**config.mk**
```make
export PLATFORM = sky130hd
export DESIGN_NAME = limber_gnrl_pipe_skid
export DESIGN_NICKNAME = d
export VERILOG_FILES = /design/src/rtl/limber_gnrl_pipe_skid.sv
export SDC_FILE = /design/constraint.sdc
export NUM_CORES = 1
export LEC_CHECK = 0
export BUFFER_PORTS_ARGS = -buffer_cell sky130_fd_sc_hd__buf_4
export CAP_MARGIN = 5
export CORE_MARGIN = 5
export CORE_UTILIZATION = 35
export CTS_BUF_LIST = sky130_fd_sc_hd__clkbuf_2
export DETAILED_ROUTE_END_ITERATION = 7
export REMOVE_ABC_BUFFERS = 1
export SLEW_MARGIN = 10
export SYNTH_ARGS = -nofsm -noshare
export SYNTH_HDL_FRONTEND = slang
export SYNTH_SLANG_ARGS = --single-unit
```
**constraint.sdc**
```tcl
create_clock -name clk -period 1.6 [get_ports clk]
set_input_delay 0.08 -clock clk [delete_from_list [all_inputs] [get_ports clk]]
set_output_delay 0.08 -clock clk [all_outputs]
set_load 0.01 [all_outputs]
```
**src/rtl/limber_gnrl_pipe_skid.sv**
```systemverilog
// Two-entry valid/ready skid buffer. The main register drives the downstream
// payload and the skid register catches the one extra item accepted while
// downstream stalls. i_rdy is derived from registered state (plus flush), so
// there is no combinational path from o_rdy to i_rdy.
module limber_gnrl_pipe_skid #(
  parameter int unsigned DW = 8
) (
  input  logic          clk,
  input  logic          rst_n,
  input  logic          flush,
  input  logic          i_vld,
  output logic          i_rdy,
  input  logic [DW-1:0] i_dat,
  output logic          o_vld,
  input  logic          o_rdy,
  output logic [DW-1:0] o_dat,
  output logic [1:0]    o_cnt
);

  typedef enum logic [1:0] {
    ST_EMPTY = 2'd0,
    ST_BUSY  = 2'd1,
    ST_FULL  = 2'd2
  } state_t;

  state_t          r_state;
  state_t          w_state_nxt;
  logic [DW-1:0]   r_main = '0;
  logic [DW-1:0]   r_skid = '0;
  logic            w_in_hs;
  logic            w_out_hs;
  logic            w_main_lden;
  logic            w_skid_lden;

  assign i_rdy    = (r_state != ST_FULL) & ~flush;
  assign o_vld    = (r_state != ST_EMPTY);
  assign o_dat    = r_main;
  assign w_in_hs  = i_vld & i_rdy;
  assign w_out_hs = o_vld & o_rdy;

  // Occupancy decode from the state register.
  always_comb begin
    o_cnt = 2'd0;
    case (r_state)
      ST_BUSY: o_cnt = 2'd1;
      ST_FULL: o_cnt = 2'd2;
      default: o_cnt = 2'd0;
    endcase
  end

  // Next-state and load-enable generation; flush forces EMPTY.
  always_comb begin
    w_state_nxt = r_state;
    w_main_lden = 1'b0;
    w_skid_lden = 1'b0;
    case (r_state)
      ST_EMPTY: begin
        if (w_in_hs) begin
          w_main_lden = 1'b1;
          w_state_nxt = ST_BUSY;
        end
      end
      ST_BUSY: begin
        if (w_in_hs && w_out_hs) begin
          w_main_lden = 1'b1;
        end else if (w_in_hs) begin
          w_skid_lden = 1'b1;
          w_state_nxt = ST_FULL;
        end else if (w_out_hs) begin
          w_state_nxt = ST_EMPTY;
        end
      end
      ST_FULL: begin
        if (w_out_hs) begin
          w_main_lden = 1'b1;
          w_state_nxt = ST_BUSY;
        end
      end
      default: w_state_nxt = ST_EMPTY;
    endcase
    if (flush) begin
      w_state_nxt = ST_EMPTY;
    end
  end

  // State register with synchronous active-low reset.
  always_ff @(posedge clk) begin
    if (!rst_n) begin
      r_state <= ST_EMPTY;
    end else begin
      r_state <= w_state_nxt;
    end
  end

  // Main register: refilled from upstream, or from skid when draining FULL.
  always_ff @(posedge clk) begin
    if (w_main_lden) begin
      r_main <= (r_state == ST_FULL) ? r_skid : i_dat;
    end
  end

  // Skid register: catches the item accepted while the main entry stalls.
  always_ff @(posedge clk) begin
    if (w_skid_lden) begin
      r_skid <= i_dat;
    end
  end

endmodule

```
==> impl_metrics.csv, run 1 <==
group,metric,value,unit
run_status,status,"complete, no violations",
clock_tree,cts_tree,"done",
critical_path,path_class,"flop to flop",
sta,fmax,0.699,GHz
sta,rsz0062_at_grt,"no",
critical_path,r2r_start,"r_state[0]$_SDFFE_PP0P_",
critical_path,cp-startpoint,"r_state[0]$_SDFFE_PP0P_",
floorplan,dieArea,3250,um^2
final_layout,layout_commonest_cell,"buf_4",
critical_path,slowest_stage,"dfxtp_1",
placement,place_area,1010,um^2
clock_tree,cts_num_sinks,18,
critical_path,crit_buf_inv,1,
sta,fin_skew,0.00107,ns
final_layout,antennaDiodeCount,0,
placement,hpwl,1070,um
final_layout,fin_nets,99,
synthesis,post-synth-top-area-cell,"edfxtp_1",
placement,portBuffers,24,
power,p_comb_share,14.5,%
sta,fin_crit_sh,89.4,%
power,seqPwrFrac,63.4,%
grt,grt-ovfl-total,0,
synthesis,yosys.area.top_type_share,62.0,%
power,ir_worst_vdd,0.486,mV
sta,tightest_slew,0.352,ns
sta,worst_hold_slack,0.0875,ns
clock_tree,clk_pin_slew,0.16,ns
detailed_routing,viasPerCell,4.34,
power,power.leakage,0.455,nW
critical_path,critical-path-max-stage-delay,0.47,ns
critical_path,critPathRequiredTime,1.63,ns
worst_hold_path,min_from,"i_vld",
worst_hold_path,hold-path-endpoint,"r_state[1]$_SDFFE_PP0P_",
worst_hold_path,min_path_cells,3,
critical_path,critical_path.top_delay_family,"simple AND/OR/NAND/NOR gates",
critical_path,worstSetupEndpointType,"flop",
synthesis,synth.distinct_cells,19,
final_layout,fillerInstances,196,
floorplan,fp.coreArea,2170,um^2
final_layout,area_delta_synth_final,45.1,%
detailed_routing,post_drt_wl_per_cell,12.6,um
power,clkPwrFrac,22.1,%
synthesis,netlist_instances,43,
synthesis,synth_seq_area_share,67.2,%
detailed_routing,drtAntennaViolNets,0,
grt,antenna_found_initial,0,
detailed_routing,routed-via-count,490,
placement,place.gp.congestion,0.750,
sta,setup_ws,0.169,ns
clock_tree,htree_levels,1,
final_layout,multiInputGateArea,234,um^2
power,p_switching,0.000182,W
critical_path,start_kind,"flop",
critical_path,r2r_cells,3,
final_layout,drive_gt1_share,51.8,%
final_layout,regArea,520,um^2
clock_tree,cts.path.max_buffers,2,
detailed_routing,drtPass1Iterations,1,
critical_path,r2r-end,"r_skid[7]$_DFFE_PP_",
grt,grt_max_degree,11,
floorplan,initial_core_util,35.7,%
critical_path,critical_path.cell_chain,"and2b_1 -> nor3b_1 -> buf_4",
floorplan,fp-row-count,17,
grt,grt_pass1_vias,570,
sta,layout_min_cycle_time,1.43,ns
synthesis,netlist_area,774,um^2
synthesis,synth_area_leaders,"edfxtp_1 62%, mux2_4 14%, dfxtp_1 5.2%, buf_12 2.6%, nand2b_1 2.4%",
power,internal_power,0.000660,W
synthesis,syn_area_per_cell,18.0,um^2
floorplan,dieWidth,57.0,um
sta,setup_violations,0,
detailed_routing,dr.first_iter.drc_count,0,
worst_hold_path,min_path_type,"primary input to flop",
critical_path,r2r_setup_slack,0.17,ns
placement,place_worst_setup_slack,0.203,ns
grt,grt_first_pass_wirelength,2480,um
final_layout,layout_common_cells,"30 x buf_4, 16 x edfxtp_1, 9 x dlygate4sd3_1",
critical_path,critPathArrivalTime,1.46,ns
synthesis,synth_warnings,0,
detailed_routing,drc,0,
grt,track_usage,9.96,%
sta,finalMaxSlewViolations,0,
clock_tree,ctsRootBufferMaster,"clkbuf_2",
critical_path,cp_max_fo,6,
floorplan,fp.dieH,57.0,um
detailed_routing,wl,1420,um
power,cellPowerDensity,749,nW/um^2
power,power_switching_share,21.6,%
floorplan,io_pins,25,
flow_run,maxCapViolCount,0,
clock_tree,clkLatencyLatePin,0.28,ns
clock_tree,cts_inserted_buffers,3,
sta,relSlewSlack,76.4,%
synthesis,ys_ff_latch,18,
clock_tree,post-cts-setup-buffer-count,0,
sta,hold_viol,0,
final_layout,design_area,1120,um^2
-- timing repair --
item | in CTS | in global routing
gates resized for setup | 0 | 0
hold endpoints to repair | 9 | 0
hold buffers | 9 | 0
setup endpoints to repair | 0 | 0
-- state kept, by name, indices dropped and copies added, names as in the netlist --
register and flops:
o_dat 8, r_skid 8, r_state 2
-- per-stage QoR --
| step | total power (W) | instances | utilization [%] | TNS (ns) |
|---|---|---|---|---|
| finish | 0.000842 | 113 | 51.8 | 0 |
| global route | 0.000890 | 113 | 51.8 | 0 |
| CTS | 0.000858 | 113 | 51.8 | 0 |
| detailed placement | 0.000651 | 100 | 46.8 | 0 |
| global placement | 0.000648 | 100 | 46.8 | 0 |
| floorplan | 0.000588 | 42 | - | -1.20 |
-- power groups by stage --
stage,clock [W],combinational [W],sequential [W]
after floorplan,0,0.0000385,0.000549
after global placement,0,0.000104,0.000544
after detailed placement,0,0.000106,0.000544
after CTS,0.000200,0.000124,0.000534
after global routing,0.000220,0.000134,0.000536
final,0.000186,0.000122,0.000533
-- synth_stat cells --
cell type / count
edfxtp_1: 16
mux2_4: 7
nand2b_1: 3
dfxtp_1: 2
a211o_1: 1
a21oi_1: 1
and2b_1: 1
buf_12: 1
mux2_2: 1
mux2i_1: 1
nand2_1: 1
nor2_1: 1
nor2b_1: 1
nor2b_4: 1
nor3_2: 1
nor3b_1: 1
o31ai_1: 1
o32ai_1: 1
or2_2: 1
-- area by class of cell --
cell class | count | share of cell area [%]
Clock buffer | 3 | 1.34
Multi-Input combinational cell | 24 | 20.8
Clock inverter | 1 | 0.334
Timing Repair Buffer | 39 | 28.1
Tap cell | 28 | 3.12
Sequential cell | 18 | 46.3
-- cells by family (layout without fill, tap and decap cells) --
group	Yosys count	in the layout	synth area share [%]
buf+inv	1	43	2.58
compound gates	4	4	3.88
simple gates	11	11	10.0
mux	9	9	16.3
flops	18	18	67.2
-- worst register-to-register path, cell delays in order, from the launching register on --
cell     delay, ns
dfxtp_1       0.47
and2b_1       0.20
nor3b_1       0.29
buf_4         0.22
-- worst max path at each step --
stage / to / cells after the start / slack (ns)
finish: r_skid[7]$_DFFE_PP_ / 3 / 0.17
detailed placement: r_skid[3]$_DFFE_PP_ / 3 / 0.20
floorplan: r_skid[0]$_DFFE_PP_ / 2 / -0.11
CTS: r_skid[0]$_DFFE_PP_ / 3 / 0.16
global placement: o_dat[3]$_DFFE_PP_ / 3 / 0.22
global route: o_dat[5]$_DFFE_PP_ / 3 / 0.06
-- per-layer routing --
metal  routed length [um]  GRT usage, %  up-vias  share of wire [%]
met5                    0             0        -                  0
met4                    0          3.97        0                  0
met3                  104          3.39        0                7.3
met2                  802          18.4       14                 57
met1                  511          10.2      229                 36
li1                     -             -      247                  -
Power figures use the tool's default switching activity.
==> run 2, diff against run 1 <==
--- a/config.mk
+++ b/config.mk
@@ -5,12 +5,14 @@
 export SDC_FILE = /design/constraint.sdc
 export NUM_CORES = 1
 export LEC_CHECK = 0
+export ABC_AREA = 1
 export BUFFER_PORTS_ARGS = -buffer_cell sky130_fd_sc_hd__buf_4
 export CAP_MARGIN = 5
 export CORE_MARGIN = 5
 export CORE_UTILIZATION = 35
 export CTS_BUF_LIST = sky130_fd_sc_hd__clkbuf_2
 export DETAILED_ROUTE_END_ITERATION = 7
+export GPL_ROUTABILITY_DRIVEN = 1
 export REMOVE_ABC_BUFFERS = 1
 export SLEW_MARGIN = 10
 export SYNTH_ARGS = -nofsm -noshare
==> run 2 against run 1 <==
Net effect:
- synthesized cell count grew 63%
- critical endpoint is now i_rdy
- critical path depth rose by 2
- hold slack got worse by 0.039 ns
- setup slack lost 0.016 ns
- die area down 2.3%
- register-to-register slack better by 0.14 ns
- clock skew grew 0.0036 ns
- maximum frequency is 1.1% lower
- via count grew 20%
- routed wire length rose by 12%
- cell area down 4.1%
- first-iteration DRC count rose by 13
==> impl_metrics.csv, run 2 <==
group,metric,value,unit
critical_path,start_kind,"flop",
placement,place_area,978,um^2
synthesis,synth_seq_area_share,69.1,%
floorplan,fp.coreArea,2000,um^2
clock_tree,clk_pin_slew,0.16,ns
clock_tree,cts_tree,"done",
final_layout,layout_commonest_cell,"nand2_1",
clock_tree,htree_levels,1,
final_layout,design_area,1080,um^2
synthesis,synth_warnings,0,
worst_hold_path,min_path_type,"primary input to flop",
detailed_routing,routed-via-count,586,
final_layout,layout_common_cells,"30 x nand2_1, 27 x buf_4, 16 x edfxtp_1",
floorplan,io_pins,25,
synthesis,synth.most_common_cell,"nand2_1",
power,power_switching_share,21.7,%
sta,worst_hold_slack,0.0488,ns
sta,hold_viol,0,
sta,tightest_slew,0.478,ns
power,p_comb_share,12.1,%
synthesis,ys.flop_type,"edfxtp_1",
clock_tree,cts_inserted_buffers,3,
synthesis,post-synth-top-area-cell,"edfxtp_1",
sta,fmax,0.691,GHz
clock_tree,cts.path.max_buffers,2,
critical_path,path_class,"flop to output pin",
synthesis,netlist_instances,70,
synthesis,yosys-top-cells-count,"30 x nand2_1, 16 x edfxtp_1, 7 x nor2_1",
detailed_routing,post_drt_wl_per_cell,11.8,um
power,p_switching,0.000176,W
grt,grt_max_degree,11,
sta,fin_crit_sh,90.4,%
synthesis,synth-edff-count,16,
detailed_routing,drtAntennaViolNets,0,
floorplan,dieWidth,56.4,um
clock_tree,post-cts-setup-buffer-count,0,
detailed_routing,dr.first_iter.drc_count,13,
final_layout,area_delta_synth_final,43.0,%
clock_tree,clkLatencyLatePin,0.29,ns
synthesis,syn_area_per_cell,10.8,um^2
power,clkPwrFrac,22.9,%
placement,portBuffers,24,
clock_tree,ctsRootBufferMaster,"clkbuf_2",
floorplan,fp.dieH,56.4,um
detailed_routing,drtPass1Iterations,4,
synthesis,synthArstFlopShare,0,%
sta,setup_tns,0,ns
placement,place.gp.congestion,0.819,
grt,grt_pass1_vias,577,
detailed_routing,viasPerCell,4.34,
run_status,status,"complete, no violations",
detailed_routing,dr_wl_met2,884,um
power,cellPowerDensity,753,nW/um^2
detailed_routing,wl,1590,um
floorplan,fp-row-count,16,
synthesis,synth_area_leaders,"edfxtp_1 64%, nand2_1 15%, dfxtp_1 5.3%, nor2_1 3.5%, nand2_2 2.5%",
sta,layout_min_cycle_time,1.45,ns
power,ir_worst_vdd,0.366,mV
sta,finalMaxSlewViolations,0,
final_layout,drive_gt1_share,36.1,%
sta,relSlewSlack,68.1,%
sta,rsz0062_at_grt,"no",
critical_path,critPathRequiredTime,1.52,ns
power,finalPower,0.000811,W
synthesis,netlist_area,753,um^2
grt,grt-ovfl-total,0,
power,seqPwrFrac,65.0,%
critical_path,r2r_setup_slack,0.31,ns
detailed_routing,top_layer,"met4",
synthesis,synth.distinct_cells,12,
sta,fin_skew,0.00463,ns
power,internal_power,0.000635,W
clock_tree,cts_resized,0,
clock_tree,ctsHoldBuffers,8,
final_layout,fin_nets,122,
critical_path,cp_max_fo,10,
placement,hpwl,1110,um
grt,antenna_found_initial,0,
floorplan,initial_core_util,37.6,%
final_layout,antennaDiodeCount,0,
synthesis,yosys.area.top_type_share,63.8,%
floorplan,dieArea,3180,um^2
power,power.leakage,0.488,nW
flow_run,maxCapViolCount,0,
clock_tree,cts_num_sinks,18,
sta,setup_violations,0,
synthesis,ys_ff_latch,18,
critical_path,worstSetupEndpointType,"output pin",
detailed_routing,met1_length,594,um
grt,track_usage,10.6,%
critical_path,critPathArrivalTime,1.37,ns
detailed_routing,met3WireLength,68,um
detailed_routing,drc,0,
grt,grt_first_pass_wirelength,2510,um
[run 2: routing by layer]
metal	global-route usage, %	vias to the layer above
li1	-	299
met1	10.3	272
met2	19.2	11
met3	2.29	4
met4	8.14	0
met5	0	-
[run 2: critical path, stage by stage, from the launching register on]
cell	delay, ns
dfxtp_1	0.45
nand2_2	0.09
buf_4	0.18
inv_2	0.16
nor2_1	0.06
buf_4	0.14
[run 2: path summary, 6_finish.rpt]
| kind | from | to | cells past startpoint |
|---|---|---|---|
| worst min-delay path | flush | r_state[0]$_SDFFE_PP0P_ | 4 |
| worst max register to register | r_state[0]$_SDFFE_PP0P_ | r_skid[5]$_DFFE_PP_ | 5 |
| worst max-delay path | r_state[1]$_SDFFE_PP0P_ | i_rdy | 5 |
| worst min register to register | r_skid[0]$_DFFE_PP_ | o_dat[0]$_DFFE_PP_ | 2 |
[run 2: layout make-up]
class                      count  area (um^2)
fill                         199          925
sequential                    18          520
timing repair buffer          35          283
multi-input combinational     44          195
tap                           27         33.8
inverter                       7         26.3
clock buffer                   3         15.0
clock inverter                 1         3.75
[run 2: power groups by stage]
stage | clock (W) | sequential (W) | combinational [W]
after floorplan | 0 | 0.000543 | 0.0000281
after global placement | 0 | 0.000538 | 0.0000817
after detailed placement | 0 | 0.000538 | 0.0000823
after CTS | 0.000197 | 0.000527 | 0.0000979
after global routing | 0.000227 | 0.000528 | 0.000106
final | 0.000186 | 0.000527 | 0.0000977
[run 2: through the flow]
stage	cells	setup WS (ns)	util, %
finish	135	0.154	53.8
global route	135	0.0337	53.8
CTS	135	0.125	53.8
detailed placement	123	0.313	48.9
global placement	123	0.335	48.9
floorplan	69	0.148	-
[run 2: logic make-up (layout without fill, tap and decap cells)]
family,Yosys count,count (layout),share of synthesized area [%]
flip-flops,18,18,69.1
AO/OA/AOI/OAI,3,3,3.49
AND/OR/NAND/NOR,41,41,22.4
buffers and inverters,8,46,4.98
